## src/rtl/mem_writer.sv

```systemverilog
// Write-side bus master: emits an absolute store or stack push one byte per cycle.
// Optional NMOS RMW dummy write is built when WRITER_DUMMY_WRITE_EN is defined.
`ifndef REG_WIDTH
  `define REG_WIDTH 8
`endif
`ifndef ADDR_WIDTH
  `define ADDR_WIDTH 16
`endif

module mem_writer #(
  parameter int                   REG_WIDTH  = `REG_WIDTH,
  parameter int                   ADDR_WIDTH = `ADDR_WIDTH,
  parameter logic [REG_WIDTH-1:0] STACK_PAGE = 'h01
) (
  input  logic                   phi1,
  input  logic                   reset_n,
  input  logic                   req_valid,
  output logic                   req_ready,
  input  logic                   req_mode,
  input  logic [ADDR_WIDTH-1:0]  req_addr,
  input  logic [1:0]             req_len,
  input  logic [3*REG_WIDTH-1:0] req_data,
  input  logic                   req_rmw,
  input  logic [REG_WIDTH-1:0]   req_old,
  input  logic [REG_WIDTH-1:0]   sp_in,
  output logic [ADDR_WIDTH-1:0]  addr,
  output logic [REG_WIDTH-1:0]   data_out,
  output logic                   we,
  output logic [REG_WIDTH-1:0]   sp_out,
  output logic                   sp_load,
  output logic                   done
);

`ifdef WRITER_DUMMY_WRITE_EN
  typedef enum logic [1:0] {S_IDLE, S_WRITE, S_DUMMY} state_t;
`else
  typedef enum logic [1:0] {S_IDLE, S_WRITE} state_t;
`endif

  state_t r_state, w_state_nxt;

  // Latched request context; r_base/r_sp/r_k always describe the next byte to emit.
  logic                   r_mode;
  logic [1:0]             r_len;
  logic [1:0]             r_k;
  logic [3*REG_WIDTH-1:0] r_data;
  logic [ADDR_WIDTH-1:0]  r_base;
  logic [REG_WIDTH-1:0]   r_sp;

  logic [ADDR_WIDTH-1:0]  r_addr;
  logic [REG_WIDTH-1:0]   r_data_out;
  logic                   r_we;
  logic [REG_WIDTH-1:0]   r_sp_out;
  logic                   r_sp_load;
  logic                   r_done;

  logic                   w_idle;
  logic                   w_accept;
  logic                   w_dummy_req;
  logic [1:0]             w_len_eff;
  logic                   w_src_mode;
  logic [1:0]             w_src_len;
  logic [1:0]             w_src_k;
  logic [3*REG_WIDTH-1:0] w_src_data;
  logic [ADDR_WIDTH-1:0]  w_src_base;
  logic [REG_WIDTH-1:0]   w_src_sp;
  logic [ADDR_WIDTH-1:0]  w_src_addr;
  logic [REG_WIDTH-1:0]   w_src_byte;
  logic                   w_last;
  logic                   w_emit;
  logic                   w_dummy_go;

  logic [ADDR_WIDTH-1:0]  w_addr_nxt;
  logic [REG_WIDTH-1:0]   w_data_nxt;
  logic                   w_we_nxt;
  logic [REG_WIDTH-1:0]   w_sp_out_nxt;
  logic                   w_sp_load_nxt;
  logic                   w_done_nxt;

  assign w_idle    = (r_state == S_IDLE);
  assign req_ready = w_idle;
  assign w_accept  = req_valid & w_idle;
  assign w_len_eff = (req_len == 2'd0) ? 2'd1 : req_len;

`ifdef WRITER_DUMMY_WRITE_EN
  assign w_dummy_req = ~req_mode & req_rmw;
`else
  logic w_unused_rmw;
  assign w_unused_rmw = ^{req_rmw, req_old};
  assign w_dummy_req  = 1'b0;
`endif

  // In IDLE the first byte is taken straight from the request so it lands on the bus one edge after accept.
  assign w_src_mode = w_idle ? req_mode  : r_mode;
  assign w_src_len  = w_idle ? w_len_eff : r_len;
  assign w_src_k    = w_idle ? 2'd0      : r_k;
  assign w_src_data = w_idle ? req_data  : r_data;
  assign w_src_base = w_idle ? req_addr  : r_base;
  assign w_src_sp   = w_idle ? sp_in     : r_sp;
  assign w_src_addr = w_src_mode ? ADDR_WIDTH'({STACK_PAGE, w_src_sp}) : w_src_base;
  assign w_last     = (w_src_k == (w_src_len - 2'd1));

  // NOTE: every always_comb variable gets a default first so no path can infer a latch.
  always_comb begin
    w_src_byte = w_src_data[REG_WIDTH-1:0];
    case (w_src_k)
      2'd1:    w_src_byte = w_src_data[2*REG_WIDTH-1:REG_WIDTH];
      2'd2:    w_src_byte = w_src_data[3*REG_WIDTH-1:2*REG_WIDTH];
      default: w_src_byte = w_src_data[REG_WIDTH-1:0];
    endcase
  end

  // NOTE: sequential state uses non-blocking assignments so all registers update from pre-edge values.
  always_ff @(posedge phi1 or negedge reset_n) begin
    if (!reset_n) r_state <= S_IDLE;
    else          r_state <= w_state_nxt;
  end

  always_comb begin
    w_state_nxt = r_state;
    case (r_state)
      S_IDLE: begin
        if (w_accept) begin
`ifdef WRITER_DUMMY_WRITE_EN
          w_state_nxt = w_dummy_req ? S_DUMMY : S_WRITE;
`else
          w_state_nxt = S_WRITE;
`endif
        end
      end
      S_WRITE: if (r_done) w_state_nxt = S_IDLE;
`ifdef WRITER_DUMMY_WRITE_EN
      S_DUMMY: w_state_nxt = S_WRITE;
`endif
      default: w_state_nxt = S_IDLE;
    endcase
  end

  always_comb begin
    w_emit = 1'b0;
    case (r_state)
      S_IDLE:  w_emit = w_accept & ~w_dummy_req;
      S_WRITE: w_emit = ~r_done;
`ifdef WRITER_DUMMY_WRITE_EN
      S_DUMMY: w_emit = 1'b1;
`endif
      default: w_emit = 1'b0;
    endcase
    w_dummy_go    = w_accept & w_dummy_req;
    w_we_nxt      = w_emit | w_dummy_go;
    w_done_nxt    = w_emit & w_last;
    w_sp_load_nxt = w_emit & w_last & w_src_mode;
    w_sp_out_nxt  = w_sp_load_nxt ? (w_src_sp - REG_WIDTH'(1)) : r_sp_out;
    w_addr_nxt    = r_addr;
    w_data_nxt    = r_data_out;
    if (w_dummy_go) begin
      w_addr_nxt = req_addr;
      w_data_nxt = req_old;
    end else if (w_emit) begin
      w_addr_nxt = w_src_addr;
      w_data_nxt = w_src_byte;
    end
  end

  always_ff @(posedge phi1 or negedge reset_n) begin
    if (!reset_n) begin
      r_mode     <= 1'b0;
      r_len      <= 2'd0;
      r_k        <= 2'd0;
      r_data     <= '0;
      r_base     <= '0;
      r_sp       <= '0;
      r_addr     <= '0;
      r_data_out <= '0;
      r_we       <= 1'b0;
      r_sp_out   <= '0;
      r_sp_load  <= 1'b0;
      r_done     <= 1'b0;
    end else begin
      r_addr     <= w_addr_nxt;
      r_data_out <= w_data_nxt;
      r_we       <= w_we_nxt;
      r_sp_out   <= w_sp_out_nxt;
      r_sp_load  <= w_sp_load_nxt;
      r_done     <= w_done_nxt;
      if (w_accept) begin
        r_mode <= req_mode;
        r_len  <= w_len_eff;
        r_data <= req_data;
      end
      if (w_emit) begin
        r_base <= w_src_base + ADDR_WIDTH'(1);
        r_sp   <= w_src_sp - REG_WIDTH'(1);
        r_k    <= w_src_k + 2'd1;
      end else if (w_accept) begin
        r_base <= req_addr;
        r_sp   <= sp_in;
        r_k    <= 2'd0;
      end
    end
  end

  assign addr     = r_addr;
  assign data_out = r_data_out;
  assign we       = r_we;
  assign sp_out   = r_sp_out;
  assign sp_load  = r_sp_load;
  assign done     = r_done;

endmodule

```

## config.mk

```make
export PLATFORM = sky130hd
export DESIGN_NAME = mem_writer
export DESIGN_NICKNAME = d
export VERILOG_FILES = /design/src/rtl/mem_writer.sv
export SDC_FILE = /design/constraint.sdc
export NUM_CORES = 1
export LEC_CHECK = 0
export ABC_AREA = 1
export ABC_CLOCK_PERIOD_IN_PS = 1680
export CORE_UTILIZATION = 30
export CTS_CLUSTER_DIAMETER = 100
export DETAILED_ROUTE_END_ITERATION = 7
export GPL_TIMING_DRIVEN = 0
export PLACE_DENSITY_LB_ADDON = 0.1
export RECOVER_POWER = 25
export SLEW_MARGIN = 20
export SYNTH_ARGS = -nofsm -noshare
export SYNTH_HDL_FRONTEND = slang
export SYNTH_SLANG_ARGS = --single-unit
export TNS_END_PERCENT = 10
```

## constraint.sdc

```tcl
create_clock -name phi1 -period 1.68 [get_ports phi1]
set_input_delay 0.42 -clock phi1 [delete_from_list [all_inputs] [get_ports phi1]]
set_output_delay 0.42 -clock phi1 [all_outputs]
set_load 0.01 [all_outputs]
```

==> impl_metrics.py, run 1 <==
metrics = {
    "clock_tree": {
        "numCtsBuffers": 9,
        "cts.clk_slew.worst_paths_ns": 0.06,
        "clockBufferDepth": 2,
        "cts.htree.levels": 3,
        "clk_latency_ns": 0.35,
        "cts_tree": "yes",
        "cts-root-buf": "clkbuf_16",
        "clock-sinks": 89,
    },
    "sta": {
        "period_share": 1.07,
        "rsz0062_at_grt": "true",
        "fmax_ghz": 0.558,
        "slew_headroom": 0.367,
        "hold_ws_ns": 0.470,
        "final_hold_viol_count": 0,
        "setup_ws_ns": -0.113,
        "skew_ns": 0.00788,
        "tightest_slew_ns": 0.950,
        "min_period_ns": 1.79,
        "setup_viol": 13,
        "drv_slew": 0,
    },
    "synth": {
        "yosys_warnings": 0,
        "synthDistinctLibCells": 34,
        "synthAdderAreaFrac": 0.0101,
        "yosys.area_share.simple": 0.255,
        "ys_seq_area_frac": 0.447,
        "synth_area_sq_mm": 0.00498,
        "synth_seq_cells": 89,
        "synthMuxAreaShare": 0,
        "synth_area_leader_cell": "dfrtp_1",
        "synth_top_family_by_area": "simple AND/OR/NAND/NOR gates",
        "synth_compound_area_frac": 0.172,
        "synth_xor_area_frac": 0.00704,
        "synth_top_area_frac": 0.447,
        "synthTopCellsByArea": "dfrtp_1 (45%), nand2_1 (15%), o21ai_0 (7.4%), inv_1 (5.8%), a21oi_1 (4.2%)",
        "synth_area_per_cell_sq_um": 7.61,
        "syn_nets": 721,
        "syn_inst": 654,
    },
    "power_and_ir_drop": {
        "internal-power_uw": 7730,
        "power_frac_comb": 0.597,
        "power.switching_uw": 6380,
        "power_frac_clock": 0.136,
        "pwr_density_cell_mw_per_mm2": 2070,
        "p_leak_uw": 0.00323,
        "vdd_drop_max_v": 0.000729,
        "power_uw": 14100,
        "seqPwrFrac": 0.267,
        "p_sw_frac": 0.452,
    },
    "job": {
        "maxCapViolations": 0,
    },
    "final_layout": {
        "nets": 841,
        "fin_cells": 995,
        "diodes": 0,
        "syn_to_final_growth_pct": 36.7,
        "drive_above_1_share": 0.180,
    },
    "placed_design": {
        "port_buffers": 89,
        "gp_congestion": 0.804,
        "dp_hpwl_um": 10700,
        "dp_slack_ns": -0.559,
        "dp_cells": 960,
    },
    "routing": {
        "dr_total_vias": 4576,
        "drtPass1Iterations": 4,
        "avgRoutedWirePerCell_um": 14.8,
        "ant_nets": 0,
        "via_per_inst": 4.60,
        "drtIter0Drc": 205,
        "wl_um": 14700,
        "drc": 0,
    },
    "setup_path": {
        "cp_max_fo": 6,
        "crit_type": "reg -> out",
        "critical_path_required_ns": 1.26,
        "cp-end-kind": "primary output",
        "critPathLaunchType": "flop",
        "worstPathArrival_ns": 1.37,
    },
    "hold_path": {
        "hold_class": "reg -> reg",
    },
    "global_route": {
        "grt_overflow": 0,
        "grt_pass1_wl_um": 23600,
        "grt_max_degree": 57,
        "antenna_found_initial": 0,
        "grt_use_total": 0.184,
        "grt_pass1_vias": 4517,
    },
    "die": {
        "initial_core_util": 0.310,
        "die_w_um": 131,
        "dieArea_sq_mm": 0.0171,
        "die_h_um": 131,
        "io_pins": 99,
        "core_sq_mm": 0.0161,
        "core.rowCount": 46,
    },
    "outcome": {
        "status": "finished, violations left",
        "violations": "setup timing",
    },
}
[cell usage in the layout (no fill, tap or decap), types with 4 or more instances in the layout]
cell               n
nand2_1          192
dfrtp_1           89
clkdlybuf4s50_1   77
o21ai_0           72
inv_1             71
a21oi_1           41
nor2_1            36
buf_4             20
nand3_1           17
nand2_2           16
inv_2             11
o21ai_1           11
clkbuf_16         10
dlygate4sd2_1     10
nor2_4             9
o21ai_2            8
o21ai_4            7
clkbuf_2           7
buf_6              6
nor2_2             6
nand3_2            5
clkbuf_1           5
a31oi_1            4
[layer usage]
layer,wire (um),up-vias,global-route usage
li1,-,2318,-
met1,7090,2141,0.244
met2,6960,101,0.303
met3,447,16,0.0261
met4,244,0,0.0656
met5,0,-,0
[power groups by stage]
| stage | Sequential, uW | Clock [uW] | Combinational, uW |
|---|---|---|---|
| 2_1_floorplan | 3870 | 0 | 4930 |
| 3_3_place_gp | 3760 | 0 | 7600 |
| 3_5_place_dp | 3790 | 0 | 7680 |
| 4_1_cts | 3760 | 1980 | 8140 |
| 5_1_grt | 3880 | 2090 | 9380 |
| 6_report | 3760 | 1920 | 8430 |
[sequential cells by signal (all words and copies together), names as in the netlist]
name,flops
r_base,16
we,1
sp_out,8
r_sp,8
sp_load,1
data_out,8
r_state,1
addr,16
r_mode,1
r_data,24
done,1
r_len,2
r_k,2
[Yosys cell counts (all sizes together)]
| library cell | count |
|---|---|
| o21ai | 98 |
| buf | 17 |
| inv | 85 |
| o22ai | 3 |
| or2 | 5 |
| nor2 | 50 |
| dfrtp | 89 |
| a21oi | 43 |
| ha | 4 |
| a31oi | 4 |
| clkbuf | 10 |
| nand4 | 4 |
| a211oi | 4 |
| nand2 | 211 |
| xor2 | 4 |
| nand3 | 23 |
[cell type report]
type / instances / area [sq um]
buffer: 26 / 245
clock buffer: 13 / 260
clock inverter: 3 / 15.0
fill: 1644 / 9250
inverter: 85 / 332
multi-input combinational: 454 / 2390
sequential: 89 / 2230
tap: 216 / 270
timing repair buffer: 109 / 1070
[through the flow]
stage          setup TNS, ns  utilization  instance area, sq um
2_1_floorplan              0            -                  5000
3_3_place_gp         -330.22        0.383                  6160
3_5_place_dp          -30.56        0.385                  6190
4_1_cts                -1.12        0.415                  6660
5_1_grt               -11.20        0.424                  6810
6_report              -0.419        0.424                  6810
[path summary, 6_finish.rpt]
| path | startpoint | endpoint | slack (ns) | cells after the start |
|---|---|---|---|---|
| max reg2reg | r_state[0] | r_sp[4] | -0.05 | 12 |
| min reg2reg | r_mode | r_mode | 0.47 | 2 |
| min | r_mode | r_mode | 0.47 | 2 |
| max | r_state[0] | req_ready | -0.11 | 6 |
| min in group asynchronous | reset_n | sp_out[2] | 0.75 | 2 |
| max in group asynchronous | reset_n | data_out[4] | 0.11 | 3 |
[worst max-delay path, stage by stage, from the launching register on]
cell	delay [ns]
dfrtp_1	0.34
buf_6	0.15
inv_8	0.05
buf_12	0.13
buf_8	0.11
buf_8	0.12
buf_6	0.11
[timing repair]
action / CTS / global route
gates resized for setup: 53 / 25
pin swaps: 12 / 5
setup endpoints to repair: 68 / 91
cloned: 1 / 1
hold buffers: 1 / 0
setup buffers: 11 / 7
endpoints found under the hold margin: 33 / 0
[kinds of logic (layout without fill, tap and decap cells)]
group	count (synthesis)	count (layout)
DFF	89	89
buffers and inverters	112	236
adders and majority gates	4	4
xor gates and xnor gates	4	4
and+or+nand+nor	293	294
AOI/OAI and AO/OA	152	152
No activity file was read; power rests on OpenSTA's default activity.
==> run 2: changes to the inputs <==
--- a/config.mk
+++ b/config.mk
@@ -13,6 +13,7 @@
 export GPL_TIMING_DRIVEN = 0
 export PLACE_DENSITY_LB_ADDON = 0.1
 export RECOVER_POWER = 25
+export SETUP_SLACK_MARGIN = 0.15
 export SLEW_MARGIN = 20
 export SYNTH_ARGS = -nofsm -noshare
 export SYNTH_HDL_FRONTEND = slang
==> run 2 against run 1 <==
Against the previous run: the flow still finishes with violations (setup timing); sequential power barely moved; register-to-register slack worse by 0.02 ns; worst hold slack got worse by 0.0049 ns; sequential share of layout area fell by 1.2 points; clock power hardly changed; wire length grew 4.0%; total power is 5.5% higher; critical path depth unchanged; via count is 3.8% higher; design area increased by 3.8%; fmax rose by 0.23%; sequential cell count stayed put; largest cell class unchanged.
==> impl_metrics.py, run 2 (synthesis results as in run 1) <==
metrics = {
    "routing": {
        "wl_um": 15300,
        "drtIter0Drc": 210,
        "drtPass1Iterations": 5,
        "drc": 0,
        "ant_nets": 0,
        "dr_total_vias": 4749,
        "via_per_inst": 4.74,
        "avgRoutedWirePerCell_um": 15.3,
    },
    "final_layout": {
        "syn_to_final_growth_pct": 41.9,
        "nets": 850,
        "final_util": 0.440,
        "regArea_sq_mm": 0.00223,
        "mostFrequentLayoutCells": "nand2_1 (188), dfrtp_1 (89), inv_1 (68), o21ai_0 (54), clkdlybuf4s50_1 (52)",
        "drive_above_1_share": 0.220,
        "diodes": 0,
        "multi_input_area_sq_mm": 0.00255,
        "final_common_cell": "nand2_1",
        "largest-register": "r_data",
        "nFillCells": 1660,
        "largest_reg_flops": 24,
    },
    "sta": {
        "period_share": 1.06,
        "tightest_slew_ns": 0.591,
        "min_period_ns": 1.79,
        "skew_ns": 0.00612,
        "drv_slew": 0,
        "setup_viol": 24,
        "fmax_ghz": 0.559,
        "rsz0062_at_grt": "true",
        "final_hold_viol_count": 0,
        "setup_tns_ns": -0.786,
        "slew_headroom": 0.606,
        "setup_ws_ns": -0.109,
    },
    "hold_path": {
        "worstHoldPathCells": 2,
        "hold_class": "reg -> reg",
    },
    "setup_path": {
        "crit_path_top_delay_cell": "dfrtp_1",
        "rr_startpoint": "r_state[0]",
        "crit_start": "r_state[0]",
        "rr_worst_depth": 13,
        "cp_common_cell": "buf_8",
        "r2r_end": "r_sp[4]",
        "crit_type": "reg -> out",
        "cp_cell_sequence": "buf_6 > inv_8 > buf_8 > buf_8 > buf_8 > buf_6",
        "critPathLaunchType": "flop",
        "worstPathArrival_ns": 1.37,
        "cp_max_fo": 7,
        "critical_path_required_ns": 1.26,
        "cp-end-kind": "primary output",
        "critPathMaxStageDelay_ns": 0.34,
        "cp-endpoint": "req_ready",
        "reg2reg_slack_ns": -0.07,
    },
    "global_route": {
        "grt_use_total": 0.189,
        "grt_pass1_wl_um": 24200,
        "grt_pass1_vias": 4552,
        "grt_max_degree": 69,
        "grt_overflow": 0,
        "antenna_found_initial": 0,
    },
    "die": {
        "io_pins": 99,
        "die_h_um": 131,
        "core.rowCount": 46,
        "die_w_um": 131,
        "core_sq_mm": 0.0161,
        "dieArea_sq_mm": 0.0171,
        "initial_core_util": 0.310,
    },
    "clock_tree": {
        "clockBufferDepth": 2,
        "clk_latency_ns": 0.35,
        "cts.htree.levels": 3,
        "cts-root-buf": "clkbuf_16",
        "cts_tree": "yes",
        "cts.clk_slew.worst_paths_ns": 0.06,
        "clock-sinks": 89,
        "numCtsBuffers": 9,
    },
    "power_and_ir_drop": {
        "p_leak_uw": 0.00336,
        "power_uw": 14900,
        "pwr_density_cell_mw_per_mm2": 2110,
        "vdd_drop_max_v": 0.000797,
    },
    "placed_design": {
        "dp_hpwl_um": 10600,
        "gp_congestion": 0.818,
        "port_buffers": 89,
    },
    "job": {
        "maxCapViolations": 0,
    },
    "outcome": {
        "status": "finished, violations left",
        "violations": "setup timing",
    },
}
[run 2: cell types whose count changed in the layout (fill, tap and decap cells not counted), moves of 5 or more]
cell	previous run	this run
buf_4	20	25
a21oi_1	41	34
clkbuf_2	7	1
o21ai_1	11	27
clkdlybuf4s50_1	77	52
o21ai_0	72	54
a21oi_2	2	8
dlygate4sd2_1	10	35
[run 2: per-layer routing]
layer | vias up | wire length (um) | part of all wire | global-route usage
met4 | 0 | 201 | 0.013 | 0.0717
li1 | 2344 | - | - | -
met5 | - | 0 | 0 | 0
met3 | 14 | 715 | 0.047 | 0.0346
met2 | 130 | 7330 | 0.48 | 0.300
met1 | 2261 | 7090 | 0.46 | 0.254
[run 2: final cells by class]
class | count | area share
clock buffers | 14 | 0.0374
multi-input cells | 455 | 0.361
flip-flops and latches | 89 | 0.315
well taps | 216 | 0.0383
repair buffers | 116 | 0.158
inverters | 85 | 0.0496
plain buffers | 27 | 0.0402
[run 2: repair_timing]
action / 4_1_cts / 5_1_grt
buffers inserted: 13 / 10
pin swaps: 21 / 23
cloned: 1 / 3
resized for setup: 106 / 68
endpoints found under the hold margin: 21 / 0
hold buffers: 1 / 0
endpoints found under the setup margin: 120 / 71
[run 2: through the flow]
step / hold slack (ns) / instance area, sq um / setup WS, ns / instances
2_1_floorplan: 0.124 / 5010 / 0.120 / 654
3_3_place_gp: 0.457 / 6180 / -3.47 / 959
6_report: 0.465 / 7070 / -0.109 / 1002
3_5_place_dp: 0.288 / 6200 / -0.575 / 960
5_1_grt: 0.490 / 7070 / -0.165 / 1002
4_1_cts: 0.469 / 6750 / -0.105 / 989
[run 2: worst min-delay path by stage]
stage,start,end
2_1_floorplan,reset_n,addr[0]
3_3_place_gp,r_sp[5],r_sp[5]
3_5_place_dp,reset_n,sp_load
4_1_cts,addr[0],addr[0]
5_1_grt,r_base[15],r_base[15]
6_report,addr[0],addr[0]
[run 2: power by group]
group | leakage [uW] | switching [uW] | internal [uW] | total (uW)
sequential | 0.00108 | 546 | 3230 | 3770
combinational | 0.00215 | 5440 | 3730 | 9170
clock | 0.000129 | 861 | 1070 | 1930
total | 0.00336 | 6850 | 8030 | 14900
[run 2: critical path: cells and delay by family (launching register included)]
family	cells	cell delay [ns]
flops	1	0.34
buf+inv	6	0.67
